--- config.mk ---
export PLATFORM = sky130hd
export DESIGN_NAME = fwd_hazard_unit_flat
export DESIGN_NICKNAME = d
export VERILOG_FILES = /design/src/rtl/fwd_hazard_unit_pkg.sv /design/src/rtl/fwd_hazard_unit_if.sv /design/src/rtl/fwd_hazard_unit_fwd_match_prio.sv /design/src/rtl/fwd_hazard_unit.sv /design/src/flat_wrapper.sv
export SDC_FILE = /design/constraint.sdc
export NUM_CORES = 1
export LEC_CHECK = 0
export CAP_MARGIN = 40
export CORE_ASPECT_RATIO = 0.9
export CORE_UTILIZATION = 41
export DETAILED_ROUTE_END_ITERATION = 8
export GPL_TIMING_DRIVEN = 0
export HOLD_SLACK_MARGIN = 0.12
export PLACE_DENSITY = 0.73
export SYNTH_ARGS = -nofsm -noshare
export SYNTH_HDL_FRONTEND = slang
export SYNTH_SLANG_ARGS = --single-unit
--- constraint.sdc ---
create_clock -name clk -period 1.7 [get_ports clk]
set_input_delay 0.255 -clock clk [delete_from_list [all_inputs] [get_ports clk]]
set_output_delay 0.255 -clock clk [all_outputs]
set_load 0.05 [all_outputs]
--- src/rtl/fwd_hazard_unit_pkg.sv ---
// ---------------------------------------------------------------------------
// fwd_hazard_unit_pkg
// Shared types and helpers for the forwarding / load-use hazard unit.
//   fwd_tag_t       : one in-flight destination tag {valid, reg_write,
//                     mem_read, rd}. rd is stored zero-extended to
//                     FWD_RD_MAX_W bits, so REG_ADDR_W may be at most 8.
//   FWD_SEL_REGFILE : forward select value meaning "read the register file".
//   fwd_sel_width() : width of one forward select for N forwarding stages.
// ---------------------------------------------------------------------------
package fwd_hazard_unit_pkg;

    localparam int FWD_RD_MAX_W    = 8;
    localparam int FWD_SEL_REGFILE = 0;

    typedef struct packed {
        logic                    valid;
        logic                    reg_write;
        logic                    mem_read;
        logic [FWD_RD_MAX_W-1:0] rd;
    } fwd_tag_t;

    // Enough bits to encode 0 (regfile) plus stages 1..num_stages.
    function automatic int fwd_sel_width(input int num_stages);
        return (num_stages < 1) ? 1 : $clog2(num_stages + 1);
    endfunction

endpackage

--- src/rtl/fwd_hazard_unit_if.sv ---
// ---------------------------------------------------------------------------
// fwd_hazard_unit_if
// Bundle between the decode/execute stages and the hazard unit.
//   master : pipeline side; drives pipe_advance, flush, the ID-stage
//            instruction fields and the EX-stage source indices, and
//            receives fwd_sel, load_use_stall and stall_cnt.
//   slave  : hazard unit side (the reverse directions).
// Source vectors pack operand 0 in the least significant slice.
// ---------------------------------------------------------------------------
interface fwd_hazard_unit_if
    import fwd_hazard_unit_pkg::*;
#(
    parameter int NUM_FWD_STAGES = 2,
    parameter int NUM_SRC        = 2,
    parameter int REG_ADDR_W     = 5,
    parameter int CNT_W          = 16,
    parameter int SEL_W          = fwd_sel_width(NUM_FWD_STAGES)
);

    logic                          pipe_advance;
    logic                          flush;
    logic                          id_valid;
    logic [REG_ADDR_W-1:0]         id_rd;
    logic                          id_reg_write;
    logic                          id_mem_read;
    logic [NUM_SRC*REG_ADDR_W-1:0] id_rs;
    logic [NUM_SRC-1:0]            id_rs_used;
    logic [NUM_SRC*REG_ADDR_W-1:0] ex_rs;
    logic [NUM_SRC*SEL_W-1:0]      fwd_sel;
    logic                          load_use_stall;
    logic [CNT_W-1:0]              stall_cnt;

    modport master (
        output pipe_advance, flush, id_valid, id_rd, id_reg_write,
               id_mem_read, id_rs, id_rs_used, ex_rs,
        input  fwd_sel, load_use_stall, stall_cnt
    );

    modport slave (
        input  pipe_advance, flush, id_valid, id_rd, id_reg_write,
               id_mem_read, id_rs, id_rs_used, ex_rs,
        output fwd_sel, load_use_stall, stall_cnt
    );

endinterface

--- src/rtl/fwd_hazard_unit_fwd_match_prio.sv ---
// ---------------------------------------------------------------------------
// fwd_match_prio
// Priority encoder for one EX-stage source operand. Compares rs_i against
// the post-EX tags (stage 1 = EX/MEM, stage 2 = MEM/WB, ...) and returns
// the nearest stage holding a live write to that register, or 0 when the
// operand must come from the register file.
//   tags_i : tags for stages 1..NUM_FWD_STAGES
//   rs_i   : source register index, zero-extended to FWD_RD_MAX_W
//   sel_o  : 0 = regfile, k = forward from stage k
// ---------------------------------------------------------------------------
module fwd_match_prio
    import fwd_hazard_unit_pkg::*;
#(
    parameter int NUM_FWD_STAGES = 2,
    parameter int SEL_W          = fwd_sel_width(NUM_FWD_STAGES)
) (
    input  fwd_tag_t [NUM_FWD_STAGES:1] tags_i,
    input  logic [FWD_RD_MAX_W-1:0]     rs_i,
    output logic [SEL_W-1:0]            sel_o
);

    logic [NUM_FWD_STAGES:1] hit;
    logic                    unused_mem_read;

    // A stage can forward only if it really writes a non-zero register;
    // x0 is hardwired to zero and must never be bypassed.
    always_comb begin
        hit = '0;
        for (int k = 1; k <= NUM_FWD_STAGES; k++) begin
            hit[k] = tags_i[k].valid && tags_i[k].reg_write &&
                     (tags_i[k].rd != '0) && (tags_i[k].rd == rs_i);
        end
    end

    // Scan from the oldest stage down so the youngest matching writer
    // (smallest k) overrides any older one.
    always_comb begin
        sel_o = SEL_W'(FWD_SEL_REGFILE);
        for (int k = NUM_FWD_STAGES; k >= 1; k--) begin
            if (hit[k]) begin
                sel_o = SEL_W'(k);
            end
        end
    end

    // The load flag plays no part in forwarding once past EX.
    always_comb begin
        unused_mem_read = 1'b0;
        for (int k = 1; k <= NUM_FWD_STAGES; k++) begin
            unused_mem_read = unused_mem_read ^ tags_i[k].mem_read;
        end
    end

endmodule

--- src/rtl/fwd_hazard_unit.sv ---
// ---------------------------------------------------------------------------
// fwd_hazard_unit
// Tracks in-flight destination registers in a tag pipeline that mirrors
// EX (tag[0]) and the post-EX stages (tag[1..NUM_FWD_STAGES]). From it
// produces per-operand forward selects for the EX instruction and the
// load-use stall for the ID instruction, plus a saturating count of
// load-use stall cycles.
//   clk   : rising-edge clock
//   reset : asynchronous, active-high; clears all tags and the counter
//   bus   : fwd_hazard_unit_if slave port (pipeline control, ID/EX fields,
//           fwd_sel, load_use_stall, stall_cnt)
// REG_ADDR_W must not exceed FWD_RD_MAX_W (8).
// ---------------------------------------------------------------------------
module fwd_hazard_unit
    import fwd_hazard_unit_pkg::*;
#(
    parameter int NUM_FWD_STAGES = 2,
    parameter int NUM_SRC        = 2,
    parameter int REG_ADDR_W     = 5,
    parameter int CNT_W          = 16,
    parameter int SEL_W          = fwd_sel_width(NUM_FWD_STAGES)
) (
    input  logic             clk,
    input  logic             reset,
    fwd_hazard_unit_if.slave bus
);

    fwd_tag_t [NUM_FWD_STAGES:0] tag_q;
    fwd_tag_t [NUM_FWD_STAGES:0] tag_d;
    logic [CNT_W-1:0]            cnt_q;
    logic [CNT_W-1:0]            cnt_d;
    logic [NUM_SRC-1:0]          src_hit;
    logic                        load_use;
    logic [NUM_SRC*SEL_W-1:0]    sel_vec;

    // Load-use: the EX instruction is a load whose result is not ready
    // until after MEM, and a used ID operand names its (non-x0) target.
    // A flushed ID instruction is being killed anyway, so it never stalls.
    always_comb begin
        src_hit = '0;
        for (int s = 0; s < NUM_SRC; s++) begin
            src_hit[s] = bus.id_rs_used[s] &&
                (FWD_RD_MAX_W'(bus.id_rs[s*REG_ADDR_W +: REG_ADDR_W]) == tag_q[0].rd);
        end
        load_use = bus.id_valid && !bus.flush && tag_q[0].valid &&
                   tag_q[0].mem_read && (tag_q[0].rd != '0) && (|src_hit);
    end

    // Next-state of the tag pipeline and the stall counter. A global hold
    // freezes everything, flush included. On advance the tags shift by one
    // stage and EX receives either a bubble (flush or stall) or the ID
    // instruction's destination information.
    always_comb begin
        tag_d = tag_q;
        cnt_d = cnt_q;
        if (bus.pipe_advance) begin
            for (int k = 1; k <= NUM_FWD_STAGES; k++) begin
                tag_d[k] = tag_q[k-1];
            end
            if (bus.flush || load_use) begin
                tag_d[0] = '0;
            end else begin
                tag_d[0].valid     = bus.id_valid;
                tag_d[0].reg_write = bus.id_reg_write;
                tag_d[0].mem_read  = bus.id_mem_read;
                tag_d[0].rd        = FWD_RD_MAX_W'(bus.id_rd);
            end
            if (load_use && (cnt_q != '1)) begin
                cnt_d = cnt_q + CNT_W'(1);
            end
        end
    end

    // State registers; reset empties the pipeline so forwards and stalls
    // drop out immediately rather than at the next edge.
    always_ff @(posedge clk or posedge reset) begin
        if (reset) begin
            tag_q <= '0;
            cnt_q <= '0;
        end else begin
            tag_q <= tag_d;
            cnt_q <= cnt_d;
        end
    end

    // One priority encoder per EX source operand.
    for (genvar s = 0; s < NUM_SRC; s++) begin : g_src
        fwd_match_prio #(
            .NUM_FWD_STAGES(NUM_FWD_STAGES),
            .SEL_W         (SEL_W)
        ) u_prio (
            .tags_i(tag_q[NUM_FWD_STAGES:1]),
            .rs_i  (FWD_RD_MAX_W'(bus.ex_rs[s*REG_ADDR_W +: REG_ADDR_W])),
            .sel_o (sel_vec[s*SEL_W +: SEL_W])
        );
    end

    assign bus.fwd_sel        = sel_vec;
    assign bus.load_use_stall = load_use;
    assign bus.stall_cnt      = cnt_q;

endmodule

--- src/flat_wrapper.sv ---
// flat-port wrapper written by rule: the top's interface ports become plain ports
module fwd_hazard_unit_flat import fwd_hazard_unit_pkg::*;
#(
    parameter int NUM_FWD_STAGES = 2,
    parameter int NUM_SRC        = 2,
    parameter int REG_ADDR_W     = 5,
    parameter int CNT_W          = 16,
    parameter int SEL_W          = fwd_sel_width(NUM_FWD_STAGES)
)
  (clk, reset, bus_pipe_advance, bus_flush, bus_id_valid, bus_id_rd, bus_id_reg_write, bus_id_mem_read, bus_id_rs, bus_id_rs_used, bus_ex_rs, bus_fwd_sel, bus_load_use_stall, bus_stall_cnt);
  fwd_hazard_unit_if #(.NUM_FWD_STAGES(NUM_FWD_STAGES), .NUM_SRC(NUM_SRC), .REG_ADDR_W(REG_ADDR_W), .CNT_W(CNT_W), .SEL_W(SEL_W)) bus_i ();
  input  logic clk;
  input  logic reset;
  input wire logic [$bits(bus_i.pipe_advance)-1:0] bus_pipe_advance;
  input wire logic [$bits(bus_i.flush)-1:0] bus_flush;
  input wire logic [$bits(bus_i.id_valid)-1:0] bus_id_valid;
  input wire logic [$bits(bus_i.id_rd)-1:0] bus_id_rd;
  input wire logic [$bits(bus_i.id_reg_write)-1:0] bus_id_reg_write;
  input wire logic [$bits(bus_i.id_mem_read)-1:0] bus_id_mem_read;
  input wire logic [$bits(bus_i.id_rs)-1:0] bus_id_rs;
  input wire logic [$bits(bus_i.id_rs_used)-1:0] bus_id_rs_used;
  input wire logic [$bits(bus_i.ex_rs)-1:0] bus_ex_rs;
  output wire logic [$bits(bus_i.fwd_sel)-1:0] bus_fwd_sel;
  output wire logic [$bits(bus_i.load_use_stall)-1:0] bus_load_use_stall;
  output wire logic [$bits(bus_i.stall_cnt)-1:0] bus_stall_cnt;
  assign bus_i.pipe_advance = bus_pipe_advance;
  assign bus_i.flush = bus_flush;
  assign bus_i.id_valid = bus_id_valid;
  assign bus_i.id_rd = bus_id_rd;
  assign bus_i.id_reg_write = bus_id_reg_write;
  assign bus_i.id_mem_read = bus_id_mem_read;
  assign bus_i.id_rs = bus_id_rs;
  assign bus_i.id_rs_used = bus_id_rs_used;
  assign bus_i.ex_rs = bus_ex_rs;
  assign bus_fwd_sel = bus_i.fwd_sel;
  assign bus_load_use_stall = bus_i.load_use_stall;
  assign bus_stall_cnt = bus_i.stall_cnt;
  fwd_hazard_unit #(.NUM_FWD_STAGES(NUM_FWD_STAGES), .NUM_SRC(NUM_SRC), .REG_ADDR_W(REG_ADDR_W), .CNT_W(CNT_W), .SEL_W(SEL_W)) u_core (.clk(clk), .reset(reset), .bus(bus_i));
endmodule
==> impl_metrics.ini <==
[run_status]
status = complete, but fails checks
failed_checks = negative setup slack

[power_and_ir_drop]
intPower_uw = 1578
max-vdd-ir-drop_mv = 0.6082
combPwrFrac_pct = 23.0
p_switching_uw = 600.1
sequentialPowerShare_pct = 46.8
finalPower_uw = 2178
p_sw_share_pct = 27.56
p_leak_uw = 0.001488
p_per_area_nw_per_um2 = 648.7
clockPowerShare_pct = 30.2

[critical_path]
cp.required_ns = 1.44
cp-end-kind = output pin
cp-start-kind = flop
crit_top_cell = nor4_4
crit_fanout = 2
cp_slowest_cell = or4_1
path_cells = or4_1 > o211ai_1 > buf_4 > nor4_4 > nor4_4 > buf_6
cp.arrival_ns = 2.08
crit_family = simple AND/OR/NAND/NOR gates
critPathMaxStageDelay_ns = 0.55
timing_worst_setup_path_type = reg2out
path_buf_inv = 2

[cts]
tritoncts = done
cts_htree_levels = 2
ctsRootBufferMaster = clkbuf_8
insertion_delay_ns = 0.30
cts_buffers = 5
cts_sinks = 38
cts.path.max_buffers = 2
clk_pin_slew_ns = 0.08

[grt]
grt_util_all_layers_pct = 22.18
grt.overflow.total = 0
antenna_found_initial = 0
grt_max_degree = 39
grt_pass1_vias = 1856
grt_pass1_wl_um = 9183

[drt]
wirelength_um = 5827
ant_nets = 0
first_iter_violations = 101
via_count = 1831
wl_per_cell_um = 17.14
first_pass_iters = 4
drc_errors = 0
viasPerCell = 5.385

[yosys]
synth.area.mux_share_pct = 8.787
syn_nets = 216
synth_cells = 181
synth-xor-area-share_pct = 18.41
yosysSeqAreaShare_pct = 45.43
synth-edff-count = 0
synth_top_family_by_area = XOR/XNOR gates
ys_seq_elements = 38
synth_adder_area_share_pct = 0.5977
yosys_warnings = 0
synthArstFlopShare_pct = 100.0
syn_area_um2 = 2093
synthDistinctLibCells = 38
ys.flop_type = dfrtp_1
avgSynthCellArea_um2 = 11.56
synth-compound-area-share_pct = 7.233
synth-simple-area-share_pct = 18.23

[hold_path]
hold_path_class = in2async

[timing]
finalCritPeriodShare_pct = 137.3
maxSlewHeadroom_pct = 48.76
hold_ws_ns = 0.4090
max_freq_mhz = 428.5
worst_slew_pin_slew_ns = 0.7675
hold_violations = 0
rsz0062_at_grt = true
finalCriticalPeriod_ns = 2.334
setup_viol = 28
maxSlewViolCount = 0
worst_slack_ns = -0.6338
finClkSkew_ns = 0.006673

[cells_and_area]
final_nets = 309
diodes = 0
area_growth_pct = 60.37
fin_cells = 340
drive_gt1_share_pct = 41.45
final.fill_count = 370

[floorplan]
core_um2 = 4865
initial_utilization_pct = 43.03
io_pins = 55
die_w_um = 77.32
row_count = 24
die_h_um = 69.79
die_area_um2 = 5395

[place]
gp_congestion = 0.8140
numPortBuffers = 54
dp.cells = 300
hpwl_um = 3429

[job]
drv_cap = 0
[flip-flops by register name (all words and copies together) (netlist names)]
name                  count
u_core.bus.stall_cnt     16
u_core.tag_q             22
[worst register-to-register path: stages (launching register included)]
cell and delay, ns:
dfrtp_2 0.43, or4_4 0.56, buf_6 0.14, o21ai_4 0.18
nor2_4 0.06, and3_4 0.19, mux2_4 0.29
[cells in the final DEF, fill, tap and decap left out, drive strengths merged, types with 2 or more instances in the layout]
cell and n:
dfrtp 38, o211ai 2, inv 3, and2 2, clkbuf 8, dlygate4sd2 16
a22o 7, or4 5, clkdlybuf4s50 33, nor2 3, nor4 5, nor3 2
and3 8, nand4 14, o21ai 2, clkinv 2, xor2 16, nand3 9
nand2 6, xnor2 28, mux2 16, and4 2, buf 39
[layout make-up]
type	instances	area (um2)	share of cell area (%)
Buffer	3	25.02	0.7454
Clock buffer	7	86.33	2.572
Clock inverter	1	5.005	0.1491
Inverter	4	16.27	0.4845
Multi-Input combinational cell	136	1313	39.10
Sequential cell	38	975.9	29.07
Tap cell	65	81.33	2.423
Timing Repair Buffer	86	854.6	25.46
[routing by layer]
layer / part of all wire, % / wire [um] / track usage [%]
met5: 0 / 0 / 0
met1: 45 / 2606 / 30.08
met3: 5.3 / 310 / 4.474
met2: 49 / 2840 / 35.79
met4: 1.2 / 70 / 6.499
[Yosys cell counts (all sizes together) (2+ instances only)]
cell,instances,area share [%]
a22o,7,2.9
and2,2,0.60
and3,8,2.6
and4,2,0.84
buf,2,0.42
dfrtp,38,45
inv,3,0.54
mux2,16,8.8
nand2,6,1.1
nand3,9,2.2
nand4,14,4.2
nor2,3,0.66
nor3,2,0.48
nor4,5,2.2
o211ai,2,0.72
o21ai,2,0.66
or4,5,2.0
xnor2,28,12
xor2,16,6.7
[repair_timing]
action / in CTS / in global routing
resized for setup: 99 / 9
setup buffers: 28 / 5
pin swaps: 19 / 23
cloned: 1 / 0
hold buffers: 0 / 0
setup endpoints to repair: 52 / 28
[stage by stage]
stage                     TNS [ns]  util (%)  instance area (um2)  setup slack, ns
after floorplan             -2.159         -                 2176          -0.5451
after global placement      -30.29     57.51                 2798           -1.110
after detailed placement    -19.98     57.51                 2798           -1.138
after global routing        -7.933     69.01                 3357          -0.7359
after CTS                   -5.118     67.80                 3298          -0.5738
final                       -6.158     69.01                 3357          -0.6338
[worst paths after layout]
| path | from | to | slack, ns | cells past startpoint |
|---|---|---|---|---|
| setup / recovery | u_core.tag_q[12] | bus_fwd_sel[1] | -0.63 | 6 |
| hold / removal | reset | u_core.bus.stall_cnt[3] | 0.41 | 2 |
| setup reg to reg | u_core.tag_q[3] | u_core.bus.stall_cnt[1] | -0.26 | 6 |
| hold reg to reg | u_core.bus.stall_cnt[14] | u_core.bus.stall_cnt[14] | 0.49 | 1 |
| max in group asynchronous | reset | u_core.tag_q[4] | 0.74 | 2 |
| min in group clk | u_core.bus.stall_cnt[14] | u_core.bus.stall_cnt[14] | 0.49 | 1 |
[power by group through the flow]
stage,Combinational (uW),Sequential [uW],Clock (uW)
6_report,501,1020,657
5_1_grt,538,1030,712
4_1_cts,481,1010,655
3_5_place_dp,333,1060,0
3_3_place_gp,328,1060,0
2_1_floorplan,213,1030,0
[cell families (layout without fill, tap and decap cells)]
logic type | after synthesis | count (layout)
and+or+nand+nor | 59 | 59
xor gates and xnor gates | 44 | 44
DFF | 38 | 38
AOI/OAI and AO/OA | 16 | 16
muxes | 16 | 16
buffers and inverters | 7 | 101
adders and majority gates | 1 | 1
(Power assumes the default switching activity.)
